--- config.mk ---
export PLATFORM = sky130hd
export DESIGN_NAME = spart_rx_flat
export DESIGN_NICKNAME = d
export VERILOG_FILES = /design/src/rtl/spart_rx_if.sv /design/src/rtl/spart_rx.sv /design/src/flat_wrapper.sv
export SDC_FILE = /design/constraint.sdc
export NUM_CORES = 1
export LEC_CHECK = 0
export CORE_UTILIZATION = 47
export DETAILED_ROUTE_END_ITERATION = 10
export PLACE_DENSITY = 0.78
export REMOVE_ABC_BUFFERS = 1
export SKIP_LAST_GASP = 1
export SYNTH_ARGS = -nofsm -noshare
export SYNTH_HDL_FRONTEND = slang
export SYNTH_SLANG_ARGS = --single-unit
--- constraint.sdc ---
create_clock -name clk -period 1.6 [get_ports clk]
set_clock_uncertainty 0.15 [all_clocks]
set_input_delay 0.4 -clock clk [delete_from_list [all_inputs] [get_ports clk]]
set_output_delay 0.4 -clock clk [all_outputs]
set_load 0.005 [all_outputs]
--- src/rtl/spart_rx_if.sv ---
// spart_rx_if: processor bus view of the SPART receiver.
// The bus drives IOADDR/IORW, the receiver returns RX_DATA, RDA and FE.
interface spart_rx_if;
   logic [1:0] IOADDR;
   logic       IORW;
   logic [7:0] RX_DATA;
   logic       RDA;
   logic       FE;

   modport master (
      output IOADDR, IORW,
      input  RX_DATA, RDA, FE
   );

   modport slave (
      input  IOADDR, IORW,
      output RX_DATA, RDA, FE
   );
endinterface

--- src/rtl/spart_rx.sv ---
// spart_rx: 16x-oversampled 8N1 serial receiver with bus-readable buffer.
// Optional framing-error flag: define SPART_RX_FRAMING_ERR_EN.
module spart_rx (
   input  logic    clk,
   input  logic    rst,
   input  logic    RxD,
   input  logic    Enable,
   spart_rx_if.slave bus
);

   typedef enum logic [1:0] {
      IDLE,
      START,
      DATA,
      STOP
   } state_t;

   state_t     state;
   logic       rx_m;
   logic       rx_s;
   logic [3:0] tick;
   logic [2:0] bit_cnt;
   logic [7:0] shift;
   logic [7:0] rx_buf;
   logic       rda;
   logic       rd;

   assign rd = bus.IORW && (bus.IOADDR == 2'b00);

`ifdef SPART_RX_FRAMING_ERR_EN
   logic fe_r;
   assign bus.FE = fe_r;
`else
   assign bus.FE = 1'b0;
`endif

   assign bus.RX_DATA = rx_buf;
   assign bus.RDA     = rda;

   always_ff @(posedge clk) begin
      if (rst) begin
         state   <= IDLE;
         rx_m    <= 1'b1;
         rx_s    <= 1'b1;
         tick    <= '0;
         bit_cnt <= '0;
         shift   <= '0;
         rx_buf  <= '0;
         rda     <= 1'b0;
`ifdef SPART_RX_FRAMING_ERR_EN
         fe_r    <= 1'b0;
`endif
      end else begin
         rx_m <= RxD;
         rx_s <= rx_m;
         // a read clears the flags; a completion below in the same clk wins
         if (rd) begin
            rda <= 1'b0;
`ifdef SPART_RX_FRAMING_ERR_EN
            fe_r <= 1'b0;
`endif
         end
         if (Enable) begin
            unique case (state)
               IDLE: begin
                  if (!rx_s) begin
                     state <= START;
                     tick  <= '0;
                  end
               end
               START: begin
                  if (tick == 4'd7) begin
                     if (!rx_s) begin
                        state   <= DATA;
                        tick    <= '0;
                        bit_cnt <= '0;
                     end else begin
                        state <= IDLE;
                     end
                  end else begin
                     tick <= tick + 4'd1;
                  end
               end
               DATA: begin
                  tick <= tick + 4'd1;
                  if (tick == 4'd15) begin
                     shift   <= {rx_s, shift[7:1]};
                     bit_cnt <= bit_cnt + 3'd1;
                     if (bit_cnt == 3'd7)
                        state <= STOP;
                  end
               end
               STOP: begin
                  tick <= tick + 4'd1;
                  if (tick == 4'd15) begin
                     state <= IDLE;
                     if (rx_s) begin
                        rx_buf <= shift;
                        rda    <= 1'b1;
                     end
`ifdef SPART_RX_FRAMING_ERR_EN
                     else begin
                        fe_r <= 1'b1;
                     end
`endif
                  end
               end
               default: state <= IDLE;
            endcase
         end
      end
   end

endmodule

--- src/flat_wrapper.sv ---
// flat-port wrapper written by rule: the top's interface ports become plain ports
module spart_rx_flat 
  (clk, rst, RxD, Enable, bus_IOADDR, bus_IORW, bus_RX_DATA, bus_RDA, bus_FE);
  spart_rx_if bus_i ();
  input  logic clk;
  input  logic rst;
  input  logic RxD;
  input  logic Enable;
  input wire logic [$bits(bus_i.IOADDR)-1:0] bus_IOADDR;
  input wire logic [$bits(bus_i.IORW)-1:0] bus_IORW;
  output wire logic [$bits(bus_i.RX_DATA)-1:0] bus_RX_DATA;
  output wire logic [$bits(bus_i.RDA)-1:0] bus_RDA;
  output wire logic [$bits(bus_i.FE)-1:0] bus_FE;
  assign bus_i.IOADDR = bus_IOADDR;
  assign bus_i.IORW = bus_IORW;
  assign bus_RX_DATA = bus_i.RX_DATA;
  assign bus_RDA = bus_i.RDA;
  assign bus_FE = bus_i.FE;
  spart_rx u_core (.clk(clk), .rst(rst), .RxD(RxD), .Enable(Enable), .bus(bus_i));
endmodule
==> metrics.md <==
| Metric | Value |
|---|---|
| Adder-cell area share of the yosys netlist | `3.08%` |
| Crit Path Max Fanout | `9` |
| Worst Hold Depth | `1` |
| Final non-filler cell total | `between 200 and 250` |
| Final setup violation count | `0` |
| Total GRT Usage | `approximately a fifth` |
| Post-synthesis mux area share | `7.38%` |
| Largest net degree at the start of global routing | `17` |
| Clock Sinks | `28` |
| Peak VDD IR | `between 600 and 700 uV` |
| XOR/XNOR Fraction of Synth Area | `less than 1%` |
| Area growth, synth to finish | `36.1%` |
| HPWL Detailed | `roughly 1900 um` |
| Fin crit share | `99.5%` |
| Clock Latency Late Sink | `about 0.33 ns` |
| Post-layout nets | `182` |
| Average wire per standard cell | `14.1 um` |
| Die span in x | `52.9 um` |
| Sequential area share after synthesis | `45.9%` |
| Max H-tree Level | `1` |
| DR DRC count | `0` |
| Critical Path End Type | `flip-flop` |
| Ports | `17` |
| Total die area | `around 0.0028 sq mm` |
| Worst hold path type | `reg2reg` |
| Global-route wire length before repair | `4300 um` |
| Max Cap Viol | `0` |
| CTS tree | `yes` |
| Post-Place Cells | `~190` |
| Worst hold start | `u_core.rx_m$_SDFF_PP1_` |
| Critical path arrival | `1.68 ns` |
| Simple-gate share of the synthesized area | `24.0%` |
| Status | `finished clean` |
| Synthesized area per cell | `8.90 sq um` |
| CTS clk-pin slew, worst paths | `0.16 ns` |
| Static Leak | `0.665 nW` |
| Worst endpoint required time | `1.69 ns` |
| Vias in the first global route | `between 1000 and 1500` |
| R2R cell count | `6` |
| PwrDens | `748 mW/mm^2` |
| Min Hold Slack | `approximately 0.29 ns` |
| Antenna Nets Post-Route | `0` |
| Proportion of layout cells with a drive suffix above 1 | `35.1%` |
| Area contributors post-synth | `dfxtp_1 46%, mux2i_1 7.4%, nand2_1 6.5%` |
| Die Y | `roughly 53 um` |
| Synth top area share | `45.9%` |
| RSZ-0062 raised after global routing | `true` |
| Share of the core filled with cells | `about two thirds` |
| Final WL | `2830 um` |
| Crit path kind | `reg2reg` |
| Buffers added on ports | `15` |
| Crit start category | `flip-flop` |
| Overflow after GRT | `0` |
| DR iter-0 viols | `21` |
| Drt first pass iters | `4` |
| Fmax | `628 MHz` |
| Hold path endpoint | `u_core.rx_s$_SDFF_PP1_` |
| Initial antenna violation count | `0` |
| Vias per inst | `5.44` |
| Worst flop-to-flop path endpoint | `u_core.bus.RX_DATA[2]$_SDFFE_PP0P_` |
| Area of the core | `~0.0025 sq mm` |
| CTS Root Cell | `clkbuf_4` |
| Rows | `18` |
| CTS Buffer Depth | `2` |
| Synth area leader | `dfxtp_1` |
| Final worst path period need | `1.59 ns` |
| Cell count after synthesis | `137` |
| FF+latch count, synth | `28` |
| Cell area after synthesis | `0.00122 sq mm` |
| Distinct cells, synth | `34` |
| Ys Warns | `0` |
| Diode count | `0` |
| Design Power | `~1.2 mW` |
| GPL Wtd Cong | `0.770` |
| Starting density of the core | `49.7%` |
| Compound-gate portion of the synthesized area | `12.5%` |
| Setup TNS | `0 ns` |
| Post-CTS Hold Buffers | `0` |
| Largest family of logic cells by synthesized area | `simple AND/OR/NAND/NOR gates` |
| Vias post-DR | `around 1100` |
| Flop-to-flop setup slack | `0.008 ns` |
| Worst R2R Start | `u_core.tick[0]$_SDFFE_PP0P_` |
| Final-report max-slew violation count | `0` |
| TritonCTS Buffers | `3` |
| Fin. Hold Viols | `0` |
==> critical path: stages (launching register included) <==
cell and delay [ns]:
dfxtp_2 0.39, ha_4 0.15, and3_4 0.19, and4_4 0.23, buf_12 0.13, mux2i_1 0.20
nor2_1 0.06
==> cells in the final DEF (no fill, tap or decap), types with 2 or more instances in the layout <==
master           instances
or2_2                    2
a211oi_1                 2
clkdlybuf4s50_1          5
nand4b_1                 3
dlygate4sd2_1           10
nand3_1                  5
mux2i_1                  9
buf_4                   23
o21ai_0                  2
a21oi_1                 10
nor2_1                  16
and3_4                   2
dfxtp_1                 15
dfxtp_2                 12
a21oi_2                  5
nor2b_1                  2
buf_6                    2
ha_1                     2
nand2_1                 20
clkbuf_4                 3
==> registers in the layout (all words and copies together) (netlist names), named ones only <==
| register | cells |
|---|---|
| u_core.bit_cnt | 3 |
| u_core.rx_s | 1 |
| u_core.shift | 8 |
| u_core.tick | 4 |
| u_core.rx_m | 1 |
| u_core.bus.RDA | 1 |
| u_core.state | 1 |
| u_core.bus.RX_DATA | 8 |
==> metrics by stage <==
stage	worst slack, ns	cell area (sq um)
after detailed placement	-0.411	1510
after global routing	-0.0343	1660
after CTS	-0.00899	1610
after floorplan	-0.164	1150
final	0.00824	1660
after global placement	-0.351	1510
==> synthesized netlist by cell type (all sizes together) <==
cell type  number
nand4b          3
and3            2
xor2            1
or2             2
dfxtp          28
conb            1
o21ai           2
o31a            1
a211oi          2
nand2b          1
nor2           16
and4            1
or3b            1
clkbuf          3
a22oi           1
nand3b          1
a21oi          15
o211ai          1
o31ai           1
nand3           5
ha              3
or4b            1
nor3            1
nor2b           2
a21boi          1
mux2i           9
buf             8
and2            1
or4             1
a22o            1
nand2          21
==> final cells by class <==
cell class	count	area (sq um)
Timing Repair Buffer	41	353
Multi-Input combinational cell	98	638
Tap cell	30	37.5
Clock buffer	3	22.5
Fill cell	188	795
Sequential cell	28	579
Clock inverter	1	30.0
==> power by group <==
| part | switching, mW | internal (mW) |
|---|---|---|
| combinational | 0.0328 | 0.0397 |
| sequential | 0.00387 | 0.700 |
| clock | 0.212 | 0.253 |
==> worst max path at each step <==
stage,start,to,slack (ns)
global route,u_core.tick[0]$_SDFFE_PP0P_,u_core.bus.RX_DATA[2]$_SDFFE_PP0P_,-0.03
floorplan,u_core.tick[0]$_SDFFE_PP0P_,u_core.bus.RX_DATA[0]$_SDFFE_PP0P_,-0.16
finish,u_core.tick[0]$_SDFFE_PP0P_,u_core.bus.RX_DATA[2]$_SDFFE_PP0P_,0.008
CTS,u_core.tick[0]$_SDFFE_PP0P_,u_core.bus.RX_DATA[2]$_SDFFE_PP0P_,-0.009
detailed placement,Enable,u_core.bus.RX_DATA[2]$_SDFFE_PP0P_,-0.41
global placement,Enable,u_core.bus.RX_DATA[7]$_SDFFE_PP0P_,-0.35
==> cells by family (layout without fill, tap and decap cells) <==
kind of cell    Yosys count  in the layout
simple gates             59             59
flops                    28             28
other cells               1              1
xor+xnor                  1              1
compound gates           25             25
buf+inv                  11             45
fa+ha+maj                 3              3
mux                       9              9
==> routing by layer <==
layer	track usage, %	share of wire (%)
met5	0	0
met4	7.89	1.7
met3	3.45	3.5
met2	35.9	52
met1	26.1	43
==> what timing repair did <==
action | CTS | global route
endpoints found under the setup margin | 30 | 21
pin swaps | 0 | 3
gates resized for setup | 27 | 12
buffers inserted | 2 | 2
(Power assumes the default switching activity.)
